==> config.mk <==
export PLATFORM = sky130hd
export DESIGN_NAME = weight_cmd_rx
export DESIGN_NICKNAME = d
export VERILOG_FILES = /design/src/rtl/weight_cmd_pkg.sv /design/src/rtl/uart_byte_rx.sv /design/src/rtl/weight_cmd_rx.sv
export SDC_FILE = /design/constraint.sdc
export NUM_CORES = 1
export LEC_CHECK = 0
export ABC_AREA = 1
export BUFFER_PORTS_ARGS = -buffer_cell sky130_fd_sc_hd__buf_2
export CORE_AREA = 2 2 172 174
export DETAILED_ROUTE_END_ITERATION = 10
export DIE_AREA = 0 0 174 176
export GPL_ROUTABILITY_DRIVEN = 0
export PLACE_DENSITY = 0.68
export SYNTH_ARGS = -nofsm -noshare
export SYNTH_HDL_FRONTEND = slang
export SYNTH_SLANG_ARGS = --single-unit
==> constraint.sdc <==
create_clock -name clk -period 77.7 [get_ports clk]
set_clock_uncertainty 0.1 [all_clocks]
set_input_delay 15.54 -clock clk [delete_from_list [all_inputs] [get_ports clk]]
set_output_delay 15.54 -clock clk [all_outputs]
set_load 0.01 [all_outputs]
==> src/rtl/weight_cmd_pkg.sv <==
// Shared constants, state encodings and the baud divisor for the weight command receiver.
// Build macro CMD_RX_TIMEOUT_EN enables the inter-byte timeout in weight_cmd_rx.
package weight_cmd_pkg;

  localparam logic [7:0] HDR_BYTE    = 8'hA5;
  localparam logic [7:0] CMD_SET_MIN = 8'h01;
  localparam logic [7:0] CMD_SET_MAX = 8'h02;
  localparam logic [7:0] CMD_START   = 8'h03;
  localparam logic [7:0] CMD_ABORT   = 8'h04;

  localparam int unsigned DIV_W = 16;

  typedef enum logic [2:0] {
    P_HDR,
    P_CMD,
    P_DHI,
    P_DLO,
    P_SUM
  } parse_state_t;

  typedef enum logic [1:0] {
    RX_IDLE,
    RX_START,
    RX_DATA,
    RX_STOP
  } rx_state_t;

  // Clocks per 16x oversampling tick, minus one; baud_set 4..7 all select 115200.
  function automatic logic [DIV_W-1:0] baud_div(input int unsigned clk_freq,
                                                input logic [2:0] sel);
    int unsigned baud;
    baud = 115200;
    case (sel)
      3'd0:    baud = 9600;
      3'd1:    baud = 19200;
      3'd2:    baud = 38400;
      3'd3:    baud = 57600;
      default: baud = 115200;
    endcase
    return DIV_W'(clk_freq / (16 * baud) - 1);
  endfunction

endpackage

==> src/rtl/uart_byte_rx.sv <==
// 8N1 UART byte receiver: 2-flop synchroniser, 16x oversampling, 2-of-3 majority per bit.
// Baud selection is captured at start-bit detection and held for the whole byte.
module uart_byte_rx
  import weight_cmd_pkg::*;
#(
  parameter int unsigned CLK_FREQ = 50_000_000
) (
  input  logic       clk,
  input  logic       rst,
  input  logic       i_rx,
  input  logic [2:0] i_baud_set,
  output logic [7:0] o_data,
  output logic       o_done,
  output logic       o_frame_err
);

  logic             r_sync1;
  logic             r_sync2;
  logic             r_rx_prev;
  rx_state_t        r_state;
  rx_state_t        w_state_nxt;
  logic [DIV_W-1:0] r_div;
  logic [DIV_W-1:0] r_baud_cnt;
  logic [3:0]       r_tick_cnt;
  logic [2:0]       r_bit_idx;
  logic             r_s7;
  logic             r_s8;
  logic [7:0]       r_shift;

  logic w_fall;
  logic w_tick;
  logic w_decide;
  logic w_bit_end;
  logic w_vote;

  assign w_fall    = r_rx_prev & ~r_sync2;
  assign w_tick    = (r_state != RX_IDLE) && (r_baud_cnt == r_div);
  // Tick counts 6/7/8 are samples 7/8/9; the third sample is taken live at the decision.
  assign w_decide  = w_tick && (r_tick_cnt == 4'd8);
  assign w_bit_end = w_tick && (r_tick_cnt == 4'd15);
  assign w_vote    = (r_s7 & r_s8) | (r_s7 & r_sync2) | (r_s8 & r_sync2);

  always_ff @(posedge clk) begin
    if (rst) begin
      r_sync1   <= 1'b1;
      r_sync2   <= 1'b1;
      r_rx_prev <= 1'b1;
    end else begin
      r_sync1   <= i_rx;
      r_sync2   <= r_sync1;
      r_rx_prev <= r_sync2;
    end
  end

  always_ff @(posedge clk) begin
    if (rst) r_state <= RX_IDLE;
    else     r_state <= w_state_nxt;
  end

  always_comb begin
    w_state_nxt = r_state;
    case (r_state)
      RX_IDLE:  if (w_fall) w_state_nxt = RX_START;
      RX_START: begin
        if (w_decide && w_vote) w_state_nxt = RX_IDLE;
        else if (w_bit_end)     w_state_nxt = RX_DATA;
      end
      RX_DATA:  if (w_bit_end && (r_bit_idx == 3'd7)) w_state_nxt = RX_STOP;
      RX_STOP:  if (w_decide) w_state_nxt = RX_IDLE;
      default:  w_state_nxt = RX_IDLE;
    endcase
  end

  always_ff @(posedge clk) begin
    if (rst) begin
      r_div       <= '0;
      r_baud_cnt  <= '0;
      r_tick_cnt  <= '0;
      r_bit_idx   <= '0;
      r_s7        <= 1'b1;
      r_s8        <= 1'b1;
      r_shift     <= '0;
      o_data      <= '0;
      o_done      <= 1'b0;
      o_frame_err <= 1'b0;
    end else begin
      o_done      <= 1'b0;
      o_frame_err <= 1'b0;
      if (r_state == RX_IDLE) begin
        r_baud_cnt <= '0;
        r_tick_cnt <= '0;
        r_bit_idx  <= '0;
        if (w_fall) r_div <= baud_div(CLK_FREQ, i_baud_set);
      end else begin
        r_baud_cnt <= w_tick ? '0 : r_baud_cnt + DIV_W'(1);
        if (w_tick) begin
          r_tick_cnt <= r_tick_cnt + 4'd1;
          if (r_tick_cnt == 4'd6) r_s7 <= r_sync2;
          if (r_tick_cnt == 4'd7) r_s8 <= r_sync2;
        end
        if (w_decide) begin
          case (r_state)
            RX_DATA: r_shift <= {w_vote, r_shift[7:1]};
            RX_STOP: begin
              if (w_vote) begin
                o_done <= 1'b1;
                o_data <= r_shift;
              end else begin
                o_frame_err <= 1'b1;
              end
            end
            default: ;
          endcase
        end
        if (w_bit_end && (r_state == RX_DATA)) r_bit_idx <= r_bit_idx + 3'd1;
      end
    end
  end

endmodule

==> src/rtl/weight_cmd_rx.sv <==
// Host command receiver: parses A5/CMD/DHI/DLO/SUM frames into weight window updates and strobes.
// Build macro CMD_RX_TIMEOUT_EN adds an inter-byte timeout that abandons partial frames.
module weight_cmd_rx
  import weight_cmd_pkg::*;
#(
  parameter int unsigned CLK_FREQ    = 50_000_000,
  parameter int unsigned TIMEOUT_CYC = 500_000,
  parameter logic [11:0] MIN_RST     = 12'd768,
  parameter logic [11:0] MAX_RST     = 12'd1024
) (
  input  logic        clk,
  input  logic        rst,
  input  logic        rx,
  input  logic [2:0]  baud_set,
  output logic [7:0]  rx_data,
  output logic        rx_done,
  output logic [11:0] weight_min,
  output logic [11:0] weight_max,
  output logic        cmd_start,
  output logic        cmd_abort,
  output logic        frame_err
);

  logic         w_byte_err;
  parse_state_t r_state;
  parse_state_t w_state_nxt;
  logic [7:0]   r_cmd;
  logic [7:0]   r_dhi;
  logic [7:0]   r_dlo;
  logic [11:0]  w_data;
  logic         w_sum_ok;
  logic         w_sum_frame;
  logic         w_accept;
  logic         w_timeout;

  uart_byte_rx #(
    .CLK_FREQ(CLK_FREQ)
  ) u_byte_rx (
    .clk        (clk),
    .rst        (rst),
    .i_rx       (rx),
    .i_baud_set (baud_set),
    .o_data     (rx_data),
    .o_done     (rx_done),
    .o_frame_err(w_byte_err)
  );

  assign w_data      = {r_dhi[3:0], r_dlo};
  assign w_sum_ok    = (rx_data == 8'(r_cmd + r_dhi + r_dlo));
  assign w_sum_frame = rx_done && (r_state == P_SUM);

`ifdef CMD_RX_TIMEOUT_EN
  logic [31:0] r_to_cnt;

  always_ff @(posedge clk) begin
    if (rst || rx_done || (r_state == P_HDR) || w_timeout) r_to_cnt <= '0;
    else                                                   r_to_cnt <= r_to_cnt + 32'd1;
  end

  assign w_timeout = (r_state != P_HDR) && !rx_done && (r_to_cnt == TIMEOUT_CYC);
`else
  assign w_timeout = 1'b0;
`endif

  always_ff @(posedge clk) begin
    if (rst) r_state <= P_HDR;
    else     r_state <= w_state_nxt;
  end

  always_comb begin
    w_state_nxt = r_state;
    w_accept    = 1'b0;
    if (w_byte_err || w_timeout) begin
      w_state_nxt = P_HDR;
    end else if (rx_done) begin
      case (r_state)
        P_HDR: if (rx_data == HDR_BYTE) w_state_nxt = P_CMD;
        P_CMD: w_state_nxt = P_DHI;
        P_DHI: w_state_nxt = P_DLO;
        P_DLO: w_state_nxt = P_SUM;
        P_SUM: begin
          w_state_nxt = P_HDR;
          // Window checks compare against the current opposite bound, so the window never collapses.
          if (w_sum_ok && (r_dhi[7:4] == 4'd0)) begin
            case (r_cmd)
              CMD_SET_MIN: w_accept = (w_data < weight_max);
              CMD_SET_MAX: w_accept = (w_data > weight_min);
              CMD_START:   w_accept = 1'b1;
              CMD_ABORT:   w_accept = 1'b1;
              default:     w_accept = 1'b0;
            endcase
          end
        end
        default: w_state_nxt = P_HDR;
      endcase
    end
  end

  always_ff @(posedge clk) begin
    if (rst) begin
      r_cmd      <= '0;
      r_dhi      <= '0;
      r_dlo      <= '0;
      weight_min <= MIN_RST;
      weight_max <= MAX_RST;
      cmd_start  <= 1'b0;
      cmd_abort  <= 1'b0;
      frame_err  <= 1'b0;
    end else begin
      cmd_start <= 1'b0;
      cmd_abort <= 1'b0;
      frame_err <= w_byte_err || w_timeout || (w_sum_frame && !w_accept);
      if (rx_done) begin
        case (r_state)
          P_CMD:   r_cmd <= rx_data;
          P_DHI:   r_dhi <= rx_data;
          P_DLO:   r_dlo <= rx_data;
          default: ;
        endcase
      end
      if (w_sum_frame && w_accept) begin
        case (r_cmd)
          CMD_SET_MIN: weight_min <= w_data;
          CMD_SET_MAX: weight_max <= w_data;
          CMD_START:   cmd_start  <= 1'b1;
          CMD_ABORT:   cmd_abort  <= 1'b1;
          default:     ;
        endcase
      end
    end
  end

endmodule

==> results.sh <==
export IMPL_worst_slack_ps=36400
export IMPL_vias_per_cell=5.360
export IMPL_clock_latency_ps=430
export IMPL_max_cap_violations=0
export IMPL_status="finished clean"
export IMPL_r2r_slack_ps=73790
export IMPL_tritoncts="built"
export IMPL_cp_arrival_ps=41520
export IMPL_synth_area_top_cells="dfxtp_1, nand2_1, ha_1, inv_1, o21ai_0"
export IMPL_io_buffers=41
export IMPL_grt_pass1_vias=13395
export IMPL_max_stage_delay_ps=480
export IMPL_clk_pin_slew_ps=60
export IMPL_async_flop_share_pct=0
export IMPL_grt_overflow=0
export IMPL_drive_above_1_share_pct=11.80
export IMPL_coreArea_um2=28550
export IMPL_synth_top_area_cell="dfxtp_1"
export IMPL_synth_commonest_cells="nand2_1, inv_1, nor2_1, o21ai_0, a21oi_1"
export IMPL_die_area_um2=30620
export IMPL_synth_edf_count=0
export IMPL_worstPathRequired_ps=77920
export IMPL_dpl_cell_area_um2=14490
export IMPL_clock_path_buffers=2
export IMPL_finalSetupViolations=0
export IMPL_syn_area_um2=14130
export IMPL_critPathLaunch="baud_set[2]"
export IMPL_min_period_ps=41300
export IMPL_r2r_end="weight_max[8]"
export IMPL_fin_nets=2371
export IMPL_crit_path_end="u_byte_rx.r_div[6]"
export IMPL_routedWlPerCell_um=14.31
export IMPL_clock_root_buffer="clkbuf_16"
export IMPL_synth_distinct_cells=65
export IMPL_fin_crit_sh_pct=53.15
export IMPL_path_class="input port to flop"
export IMPL_fin_tns_setup_ps=0
export IMPL_diodes=0
export IMPL_synth_top_flop_cell="dfxtp_1"
export IMPL_num_rows=62
export IMPL_antenna_found_initial=0
export IMPL_synth_most_common_cell="nand2_1"
export IMPL_path_max_fanout=33
export IMPL_slew_viol_final=0
export IMPL_seq_area_um2=2362
export IMPL_grt_usage_pct=24.77
export IMPL_die_w_um=174
export IMPL_avgSynthCellArea_um2=6.421
export IMPL_fill_cells=2877
export IMPL_grt_max_degree=53
export IMPL_initial_core_util_pct=49.50
export IMPL_htree_levels=4
export IMPL_grt_setup_unrepaired="false"
export IMPL_fmax_ghz=0.02421
export IMPL_grt_pass1_wl_um=63360
export IMPL_slew_headroom_pct=43.76
export IMPL_cp_start_kind="input port"
export IMPL_finalHoldViolations=0
export IMPL_hold_buffers=0
export IMPL_hpwl_um=29300
export IMPL_ys_warn_count=0
export IMPL_drt_iter0_drc=954
export IMPL_synth_top_area_share_pct=16.72
export IMPL_io_pins=42
export IMPL_vias=14048
export IMPL_worstSetupEndpointType="flop"
export IMPL_cts_resized=0
export IMPL_ys_seq_area_share_pct=16.72
export IMPL_place_ws_ps=36330
export IMPL_critPathSlowestCell="buf_4"
export IMPL_cts_buffers=17
export IMPL_crit_top_cell="nand2_1"
export IMPL_areaGrowthSynthToFinish_pct=6.463
export IMPL_tightest_slew_ps=842.7
export IMPL_reg2regPathDepth=15
export IMPL_r2r_start="r_dhi[1]"
export IMPL_cts_setup_buffers=0
export IMPL_ys_ff_latch=118
export IMPL_hp_class="flop to flop"
export IMPL_wirelength_um=37500
export IMPL_die_y_um=176
export IMPL_dr_pass1_iters=7
export IMPL_ant_nets=0
export IMPL_cts_num_sinks=118
export IMPL_syn_inst=2201
export IMPL_multi_input_area_um2=10050
export IMPL_drc_errors=0
export IMPL_fin_area_um2=15050
[state kept, by name, indices dropped and copies added (netlist names), 4 cells and up, named ones only]
signal	cells
u_byte_rx.r_div	16
u_byte_rx.r_tick_cnt	4
weight_min	12
r_dlo	8
u_byte_rx.r_baud_cnt	16
weight_max	12
u_byte_rx.r_shift	8
r_cmd	8
u_byte_rx.o_data	8
r_dhi	8
[placed cells by master (no fill, tap or decap), drive strengths merged, types with 2 or more instances in the layout]
master,n
and2,2
conb,7
a21o,3
nand2,529
xnor2,24
ha,133
nand3b,13
dfxtp,118
a31oi,10
fa,8
clkinv,8
xor2,54
nand4,55
nor4,16
nand3,183
o211ai,9
o21ai,163
nor2,220
o221ai,3
buf,52
inv,346
a211o,2
clkbuf,20
o31ai,5
nor3b,2
a21boi,2
nor3,35
o21bai,7
o22ai,3
a21oi,153
a211oi,21
or2,15
o21a,3
o311ai,2
clkinvlp,4
[worst max-delay path, delay by kind of cell]
kind            cells  cell delay, ps
compound gates     41            7080
fa+ha+maj          15            4600
simple gates       91           10360
buf+inv            27            3880
[cell families (layout without fill, tap and decap cells)]
group,Yosys count,count (layout),share of synthesized area (%)
other,2,7,0.05314
muxes,1,1,0.07083
adders and majority gates,141,141,12.91
DFF,118,118,16.72
and+or+nand+nor,1071,1071,37.74
AOI/OAI and AO/OA,391,391,15.33
xor gates and xnor gates,78,78,4.834
buffers and inverters,399,430,12.35
[worst min-delay path by stage]
| stage | startpoint | end | slack, ps | cells past startpoint |
|---|---|---|---|---|
| floorplan | u_byte_rx.r_sync1 | u_byte_rx.r_sync2 | 290 | 1 |
| global placement | u_byte_rx.r_sync1 | u_byte_rx.r_sync2 | 310 | 1 |
| detailed placement | u_byte_rx.r_sync1 | u_byte_rx.r_sync2 | 300 | 1 |
| CTS | u_byte_rx.r_sync1 | u_byte_rx.r_sync2 | 320 | 1 |
| global route | u_byte_rx.r_sync1 | u_byte_rx.r_sync2 | 340 | 1 |
| finish | u_byte_rx.r_sync1 | u_byte_rx.r_sync2 | 320 | 1 |
[cell type report]
type | count | area share, %
Timing Repair Buffer | 52 | 1.913
Sequential cell | 118 | 15.70
Clock buffer | 20 | 3.102
Clock inverter | 12 | 0.6154
Multi-Input combinational cell | 1689 | 66.83
Tap cell | 384 | 3.193
Inverter | 346 | 8.649
[layer usage]
layer  vias up  global-route usage (%)  part of all wire (%)
li1       7300                       -                     -
met1      6345                   31.77                    47
met2       350                   43.68                    47
met3        53                   2.562                   3.9
met4         0                   7.878                   2.3
met5         -                       0                     0
[stage by stage]
stage	utilization (%)	hold slack, ps	std cells
after floorplan	-	289.5	2206
after global placement	50.75	306.4	2589
after detailed placement	50.75	302.4	2589
after CTS	52.70	320.2	2621
after global routing	52.70	335.8	2621
final	52.70	317.7	2621
Power is not shown: default switching activity piles up to over one toggle a cycle in this logic, so the estimate is an artifact.
